$ cat config.mk
export PLATFORM = sky130hd
export DESIGN_NAME = riscv_hpm_counter_bank
export DESIGN_NICKNAME = d
export VERILOG_FILES = /design/src/rtl/riscv_hpm_counter_bank.sv
export SDC_FILE = /design/constraint.sdc
export NUM_CORES = 2
export LEC_CHECK = 0
export CAP_MARGIN = 30
export CORE_MARGIN = 3
export CORE_UTILIZATION = 44
export DETAILED_ROUTE_END_ITERATION = 7
export PLACE_DENSITY = 0.67
export SYNTH_ARGS = -nofsm -noshare
export SYNTH_HDL_FRONTEND = slang
export SYNTH_SLANG_ARGS = --single-unit
$ cat constraint.sdc
create_clock -name clk -period 17.2 [get_ports clk]
set_input_delay 3.44 -clock clk [delete_from_list [all_inputs] [get_ports clk]]
set_output_delay 3.44 -clock clk [all_outputs]
set_load 0.03 [all_outputs]
$ cat src/rtl/riscv_hpm_counter_bank.sv
// Machine counter / performance-monitor CSR bank: mcycle, minstret and NUM_HPM
// programmable event counters with inhibit, counteren, sticky overflow and an overflow IRQ.
module riscv_hpm_counter_bank #(
   parameter int NUM_HPM    = 4,
   parameter int CNT_W      = 64,
   parameter int NUM_EVENTS = 16,
   parameter int EVT_SEL_W  = 5
) (
   input  logic                    clk,
   input  logic                    rst_n,
   input  logic                    freeze,
   input  logic [1:0]              retire_cnt,
   input  logic [2*NUM_EVENTS-1:0] evt_inc,
   input  logic [1:0]              priv,
   input  logic                    ren,
   input  logic [11:0]             raddr,
   output logic [31:0]             rdata,
   output logic                    rd_illegal,
   input  logic                    wen,
   input  logic [11:0]             waddr,
   input  logic [31:0]             wdata,
   output logic                    wr_illegal,
   output logic                    ovf_irq
);

   localparam int NUM_CNT = 3 + NUM_HPM;

   function automatic logic [31:0] impl_mask_f();
      logic [31:0] m;
      m = 32'h0000_0005;
      for (int i = 0; i < NUM_HPM; i++) m[3+i] = 1'b1;
      return m;
   endfunction

   localparam logic [31:0] IMPL = impl_mask_f();

   // Address blocks of 32 CSRs, keyed on addr[11:5]
   localparam logic [6:0] BLK_CNT_LO = 7'h58;  // 0xB00
   localparam logic [6:0] BLK_CNT_HI = 7'h5C;  // 0xB80
   localparam logic [6:0] BLK_EVT    = 7'h19;  // 0x320
   localparam logic [6:0] BLK_SH_LO  = 7'h60;  // 0xC00
   localparam logic [6:0] BLK_SH_HI  = 7'h64;  // 0xC80

   logic [CNT_W-1:0]     cnt_q   [NUM_CNT];
   logic [CNT_W-1:0]     cnt_d   [NUM_CNT];
   logic [CNT_W:0]       sum     [NUM_CNT];
   logic [1:0]           inc     [NUM_CNT];
   logic [EVT_SEL_W-1:0] evt_sel_q [NUM_HPM];
   logic [31:0]          inhibit_q, cen_q, ovf_q, ovf_ie_q;
   logic [31:0]          ovf_set, ovf_d;

   logic [4:0] wn, rn;
   logic       w_cnt_lo, w_cnt_hi, w_evt, w_inh, w_cen, w_ovf, w_ie, w_legal, w_go;
   logic       m_mode;

   assign wn     = waddr[4:0];
   assign rn     = raddr[4:0];
   assign m_mode = (priv == 2'b11);

   always_comb begin
      w_cnt_lo = (waddr[11:5] == BLK_CNT_LO) && IMPL[wn];
      w_cnt_hi = (waddr[11:5] == BLK_CNT_HI) && IMPL[wn];
      w_inh    = (waddr == 12'h320);
      w_evt    = (waddr[11:5] == BLK_EVT) && (wn >= 5'd3) && IMPL[wn];
      w_cen    = (waddr == 12'h306);
      w_ovf    = (waddr == 12'h7C0);
      w_ie     = (waddr == 12'h7C1);
      w_legal  = w_cnt_lo | w_cnt_hi | w_inh | w_evt | w_cen | w_ovf | w_ie;
      w_go     = wen && m_mode && w_legal;
   end

   assign wr_illegal = wen && !(m_mode && w_legal);

   // Per-counter increment sources; selector 0 or beyond NUM_EVENTS matches nothing
   always_comb begin
      inc[0] = 2'd1;
      inc[1] = 2'd0;
      inc[2] = retire_cnt;
      for (int i = 0; i < NUM_HPM; i++) begin
         inc[3+i] = 2'd0;
         for (int k = 0; k < NUM_EVENTS; k++)
            if (evt_sel_q[i] == EVT_SEL_W'(k + 1)) inc[3+i] = evt_inc[2*k +: 2];
      end
   end

   always_comb begin
      ovf_set = '0;
      for (int n = 0; n < NUM_CNT; n++) begin
         sum[n]   = {1'b0, cnt_q[n]} + {{(CNT_W-1){1'b0}}, inc[n]};
         cnt_d[n] = cnt_q[n];
         if (!freeze && !inhibit_q[n]) begin
            cnt_d[n]   = sum[n][CNT_W-1:0];
            ovf_set[n] = sum[n][CNT_W];
         end
         // A CSR write discards this cycle's increment and its carry
         if (w_go && w_cnt_lo && wn == 5'(n)) begin
            cnt_d[n]   = {cnt_q[n][CNT_W-1:32], wdata};
            ovf_set[n] = 1'b0;
         end
         if (w_go && w_cnt_hi && wn == 5'(n)) begin
            cnt_d[n]   = {wdata[CNT_W-33:0], cnt_q[n][31:0]};
            ovf_set[n] = 1'b0;
         end
      end
      cnt_d[1]   = '0;
      ovf_set[1] = 1'b0;
      ovf_d = ((ovf_q & ~((w_go && w_ovf) ? wdata : 32'h0)) | ovf_set) & IMPL;
   end

   always_ff @(posedge clk or posedge rst_n) begin
      if (rst_n) begin
         for (int n = 0; n < NUM_CNT; n++) cnt_q[n] <= '0;
         for (int i = 0; i < NUM_HPM; i++) evt_sel_q[i] <= '0;
         inhibit_q <= '0;
         cen_q     <= '0;
         ovf_q     <= '0;
         ovf_ie_q  <= '0;
         ovf_irq   <= 1'b0;
      end else begin
         cnt_q <= cnt_d;
         for (int i = 0; i < NUM_HPM; i++)
            if (w_go && w_evt && wn == 5'(3 + i)) evt_sel_q[i] <= wdata[EVT_SEL_W-1:0];
         if (w_go && w_inh) inhibit_q <= wdata & IMPL;
         if (w_go && w_cen) cen_q <= wdata & IMPL;
         if (w_go && w_ie)  ovf_ie_q <= wdata & IMPL;
         ovf_q   <= ovf_d;
         ovf_irq <= |(ovf_q & ovf_ie_q);
      end
   end

   logic [31:0] c_lo, c_hi, e_val, r_val;
   logic        r_legal;

   always_comb begin
      c_lo    = '0;
      c_hi    = '0;
      e_val   = '0;
      r_val   = '0;
      r_legal = 1'b0;
      for (int n = 0; n < NUM_CNT; n++)
         if (rn == 5'(n)) begin
            c_lo = cnt_q[n][31:0];
            c_hi = 32'(cnt_q[n] >> 32);
         end
      for (int i = 0; i < NUM_HPM; i++)
         if (rn == 5'(3 + i)) e_val = 32'(evt_sel_q[i]);

      if (raddr[11:5] == BLK_CNT_LO) begin
         r_legal = m_mode && IMPL[rn];
         r_val   = c_lo;
      end else if (raddr[11:5] == BLK_CNT_HI) begin
         r_legal = m_mode && IMPL[rn];
         r_val   = c_hi;
      end else if (raddr[11:5] == BLK_SH_LO) begin
         r_legal = IMPL[rn] && (m_mode || cen_q[rn]);
         r_val   = c_lo;
      end else if (raddr[11:5] == BLK_SH_HI) begin
         r_legal = IMPL[rn] && (m_mode || cen_q[rn]);
         r_val   = c_hi;
      end else if (raddr == 12'h320) begin
         r_legal = m_mode;
         r_val   = inhibit_q;
      end else if (raddr[11:5] == BLK_EVT) begin
         r_legal = m_mode && (rn >= 5'd3) && IMPL[rn];
         r_val   = e_val;
      end else if (raddr == 12'h306) begin
         r_legal = m_mode;
         r_val   = cen_q;
      end else if (raddr == 12'h7C0) begin
         r_legal = m_mode;
         r_val   = ovf_q;
      end else if (raddr == 12'h7C1) begin
         r_legal = m_mode;
         r_val   = ovf_ie_q;
      end

      rdata      = '0;
      rd_illegal = 1'b0;
      if (ren) begin
         rd_illegal = !r_legal;
         rdata      = r_legal ? r_val : 32'h0;
      end
   end

endmodule

---- Yosys cells after proc, flatten, opt, wreduce, memory -nomap -nowiden ----
Memory sizes are Yosys's and may differ from the RTL's.
Index checks and enable logic that the tools add are counted.
storage, ports and cells
  bits in registers ....................... 429
  ROM bits ................................ 64
  input port bits ......................... 97
  output and inout bits ................... 35
  logic and storage cells ................. 369
  memories kept ........................... 2
memories
  name              words  bits a word  rd ports  clocked after Yosys merged registers in  write ports  line  text
  (name not given)  32     1            1         0                                        0            164   r_legal = m_mode && (rn >= 5'd3) && IMPL[rn];
  (name not given)  32     1            1         0                                        0            64    w_evt = (waddr[11:5] == BLK_EVT) && (wn >= 5'd3) && IMPL[wn];
operators by class
  add/sub/neg operators ................... 6
  magnitude comparators ................... 4
  equality and inequality tests ........... 98
  muxes and demuxes ....................... 144
  bitwise logic cells ..................... 16
  reduce and logical (&&, ||, !) cells .... 78
operator list
  operator                                                                              number
  64-bit two-way mux                                                                    18
  32-bit two-way mux                                                                    25
  64-bit by 2-bit adder with 65-bit output                                              5
  5-bit by 4-bit == test with 1-bit output (second input constant)                      32
  2-bit two-way mux                                                                     64
  5-bit by 3-bit == test with 1-bit output (second input constant)                      22
  64-bit by 1-bit adder with 65-bit output (second input constant)                      1
  5-bit by 2-bit == test with 1-bit output (second input constant)                      12
  12-bit by 10-bit == test with 1-bit output (second input constant)                    4
  12-bit by 11-bit == test with 1-bit output (second input constant)                    4
  7-bit == test (second input constant)                                                 6
  1-bit logical AND                                                                     41
  32-bit OR reduction                                                                   1
  1-bit two-way mux                                                                     31
  7-bit two-way mux                                                                     4
  5-bit by 1-bit == test with 1-bit output (second input constant)                      5
  2-bit AND reduction                                                                   12
  2-bit nonzero test                                                                    12
  5-bit == test (second input constant)                                                 4
  7-bit AND                                                                             2
  7-bit by 5-bit == test with 1-bit output (second input constant)                      2
  5-bit by 6-bit less-than comparator with 1-bit output (second input constant)         2
  2-bit by 1-bit inequality test with 1-bit output (second input constant)              6
  5-bit by 2-bit greater-or-equal comparator with 1-bit output (second input constant)  2
  other kinds (10)                                                                      29

---- Logic depth before layout (Yosys ltp) ----
  word-level depth ........................ 22
  depth in mapped cells ................... 16
  gate-level depth less buffers ........... 14

---- Least setup slack after synthesis ----
No wires, ideal clock.
  path kind ............................... input to output
  from .................................... in raddr[2]
  to ...................................... out rdata[2]
  data arrival time ....................... 6.750 ns
  data required time ...................... 13.760 ns
  setup slack ............................. 7.010 ns
  stages on the path ...................... 9
  path buffers ............................ 3
  path through ............................ buf_2 or3_1 buf_2 or4_1 buf_2 o21a_1 o311ai_2 nand2_1 a2111oi_0
on the way
  cells in the longest elaborated chain, start to end .. 14
  elaborated cells on any way between the ends .. 59
  those cells by class .................... order compare: 1; eq/ne: 10; mux: 41; reduce/logical: 6; memory: 1
ends and longest elaborated chain
  what                                                             line  text
  from (decl)                                                      16    input logic [11:0] raddr,
  branches (longest 12 deep; another with memory read 32 x 1 bit)  -
  32-bit two-way mux *                                             181   rdata = r_legal ? r_val : 32'h0;
  32-bit two-way mux *                                             179   if (ren) begin
  to (decl)                                                        17    output logic [31:0] rdata,
Every way passes the cells marked *. The select of a mux whose other input is x is not followed.

---- Final worst setup path ----
Ends and elaborated chain as after synthesis.

==> results_dict.tcl <==
set metrics [dict create \
    dieArea_sq_um 71550 \
    place.gp.congestion 1.044 \
    hold_path_class "reg -> reg" \
    cts.sinks 429 \
    max_freq_mhz 89.54 \
    status "completed" \
    cts_hold_buffers 0 \
    ys.flop_type "dfrtp_1" \
    cts_resized 0 \
    layout-drive-gt1-share 0.06551 \
    drt-total-wl_um 134000 \
    finalPower_mw 2.431 \
    max_slew_margin 0.2254 \
    overflow 0 \
    netlist_area_sq_um 30080 \
    dp_hpwl_um 95410 \
    p_per_area_nw_per_um2 71.47 \
    finalHoldViolCount 0 \
    portBuffers 131 \
    fin_crit_ns 11.17 \
    cts.clk_slew.worst_paths_ns 0.05 \
    synthTopCellsByArea "dfrtp_1 36%, a21oi_1 7.7%, nor2_1 5.1%" \
    die_h_um 267.5 \
    clockBufferDepth 3 \
    num_vias 32065 \
    crit_path_end_kind "output port" \
    worstMarginPinSlew_ns 1.158 \
    worstReg2RegStart "evt_sel_q[15]" \
    synthesis.nets 3930 \
    ant_nets 0 \
    wl_met1_um 51600 \
    via_per_inst 6.763 \
    htreeDepth 2 \
    synth.distinct_cells 84 \
    fill_cells 6504 \
    yosysTopAreaCellShare 0.3568 \
    rsz0062_at_grt "no" \
    synth_area_leader_cell "dfrtp_1" \
    wl_met2_um 56610 \
    syn2layout_area_growth_pct 13.05 \
    post_dp_cell_area_sq_um 32380 \
    synthCells 3817 \
    design_area_sq_um 34010 \
    yosysWarnings 0 \
    worstPathRequired_ns 13.76 \
    wl_met3_um 16480 \
    drtIter0Drc 4939 \
    crit_start "raddr[2]" \
    drv_slew 0 \
    initial_core_util 0.4464 \
    synth_area_per_cell_sq_um 7.882 \
    cp-start-kind "primary input" \
    leakagePower_nw 12.99 \
    die_w_um 267.5 \
    vdd_drop_max_mv 0.06743 \
    first_pass_iters 8 \
    cts_buffers 50 \
    core_area_sq_um 67400 \
    arrival_ns 7.73 \
    pin_count 132 \
    yosys_register_bits 429 \
    path_class "in -> out" \
    antenna_found_initial 5 \
    grt_usage 0.3633 \
    post_drt_wl_per_cell_um 28.26 \
    dp_cells 4642 \
    finClkSkew_ns 0.03212 \
    cap_violations 0 \
    cts_tree "yes" \
    cts_root_buffer "clkbuf_16" \
    cts_setup_buffers 0 \
    clock_latency_ns 0.63 \
    setup_tns_ns 0 \
    finalSetupViolCount 0 \
    drc 0 \
    worstHoldStart "ovf_ie_q[3]" \
    instances_no_fill 4741 \
    yosysMostFrequentCell "a21oi_1" \
    highest_layer "met5" \
    seq_area_frac_synth 0.3568 \
    num_rows 95 \
    critPathMaxFanout 31 \
    async_reset_ff_frac 1.000 \
    grt_pass1_wl_um 194000 \
    grt_max_degree 147 \
    fin_crit_sh 0.6493 \
    synth_edf_count 0 \
    fin_nets 3937 \
    grt_pass1_vias 28722 \
    synthTopCellsByCount "462 x a21oi_1, 429 x dfrtp_1, 405 x nor2_1, 388 x nand2_1, 262 x clkbuf_1" \
]
## worst max-delay path, stage by stage
cell and delay [ns]:
clkdlybuf4s50_1 0.40, buf_4 0.22, or3_1 0.41, or4_1 0.66
o21a_1 0.17, o311ai_2 0.30, nand2_1 0.24, buf_4 0.33
a2111oi_0 0.72, clkdlybuf4s50_1 0.81
## power breakdown
part	leakage, nW	internal, mW	switching, mW	total (mW)
sequential	5.86	1.04	0.0544	1.09
combinational	6.36	0.0821	0.183	0.265
clock	0.771	0.615	0.460	1.08
## layer usage
| metal | global-route usage | up-vias |
|---|---|---|
| met2 | 0.5394 | 2151 |
| met4 | 0.2108 | 8 |
| li1 | - | 14124 |
| met1 | 0.4782 | 15297 |
| met3 | 0.09646 | 485 |
| met5 | 0 | - |
## layout make-up
class                   instances  area (sq um)  area share
multi-input cells            3046         18160      0.5341
flip-flops and latches        429         10740      0.3157
well taps                     873          1092     0.03212
clock inverters                 9         118.9    0.003495
repair buffers                237          2172     0.06387
diodes                          6         15.01   0.0004415
inverters                      60         232.7    0.006843
clock buffers                  81          1478     0.04345
## flip-flops by register name, indices dropped and copies added, names as in the netlist
name       flops
cen_q          6
evt_sel_q     20
ovf_q          6
ovf_ie_q       6
cnt_q        384
ovf_irq        1
inhibit_q      6
## logic make-up (layout without fill, tap and decap cells)
kind of cell    after synthesis  after routing  synth area share
simple gates               1586           1586            0.2598
compound gates             1079           1079            0.2134
xor+xnor                    236            236           0.06871
buf+inv                     342            387           0.04305
other cells                   0              6                 0
fa+ha+maj                    16             16          0.007902
flops                       429            429            0.3568
mux                         129            129           0.05028
## placed cells by master, fill, tap and decap left out, drive strengths merged, types with 10 or more instances in the layout
cell type      count
nor3             136
nand2            388
nor2             405
xor2              78
or3               10
nand3            187
a22o              11
and2              23
nor4              77
xnor2            158
o21ai            255
and4              29
a31oi             19
mux2              47
a21o              11
o31ai             17
a22oi             72
o22ai             80
a222oi            27
inv               62
a2111oi           10
or4               19
or2               11
buf              108
nand2b            16
and3              53
ha                11
clkbuf            83
a21boi            10
nand3b            11
a21oi            462
dfrtp            429
nand4            159
clkdlybuf4s50    126
mux4              13
nor2b             14
a221oi            36
mux2i             69
## final timing paths
path,slack [ns],cells past startpoint,to
max in group asynchronous,11.63,4,cnt_q[88]
setup / recovery,6.03,10,rdata[2]
hold / removal,0.51,2,ovf_ie_q[3]
hold reg to reg,0.51,2,ovf_ie_q[3]
setup reg to reg,12.44,13,cnt_q[236]
min in group asynchronous,3.37,2,cnt_q[259]
## through the flow
stage	hold slack, ns	setup WS, ns	utilization
final	0.5148	6.032	0.5046
after global routing	0.5353	5.982	0.5044
after CTS	0.5150	6.184	0.5041
after detailed placement	0.5025	6.215	0.4804
after global placement	0.4961	6.088	0.4779
after floorplan	0.4676	1.813	-
(Power assumes the default switching activity.)
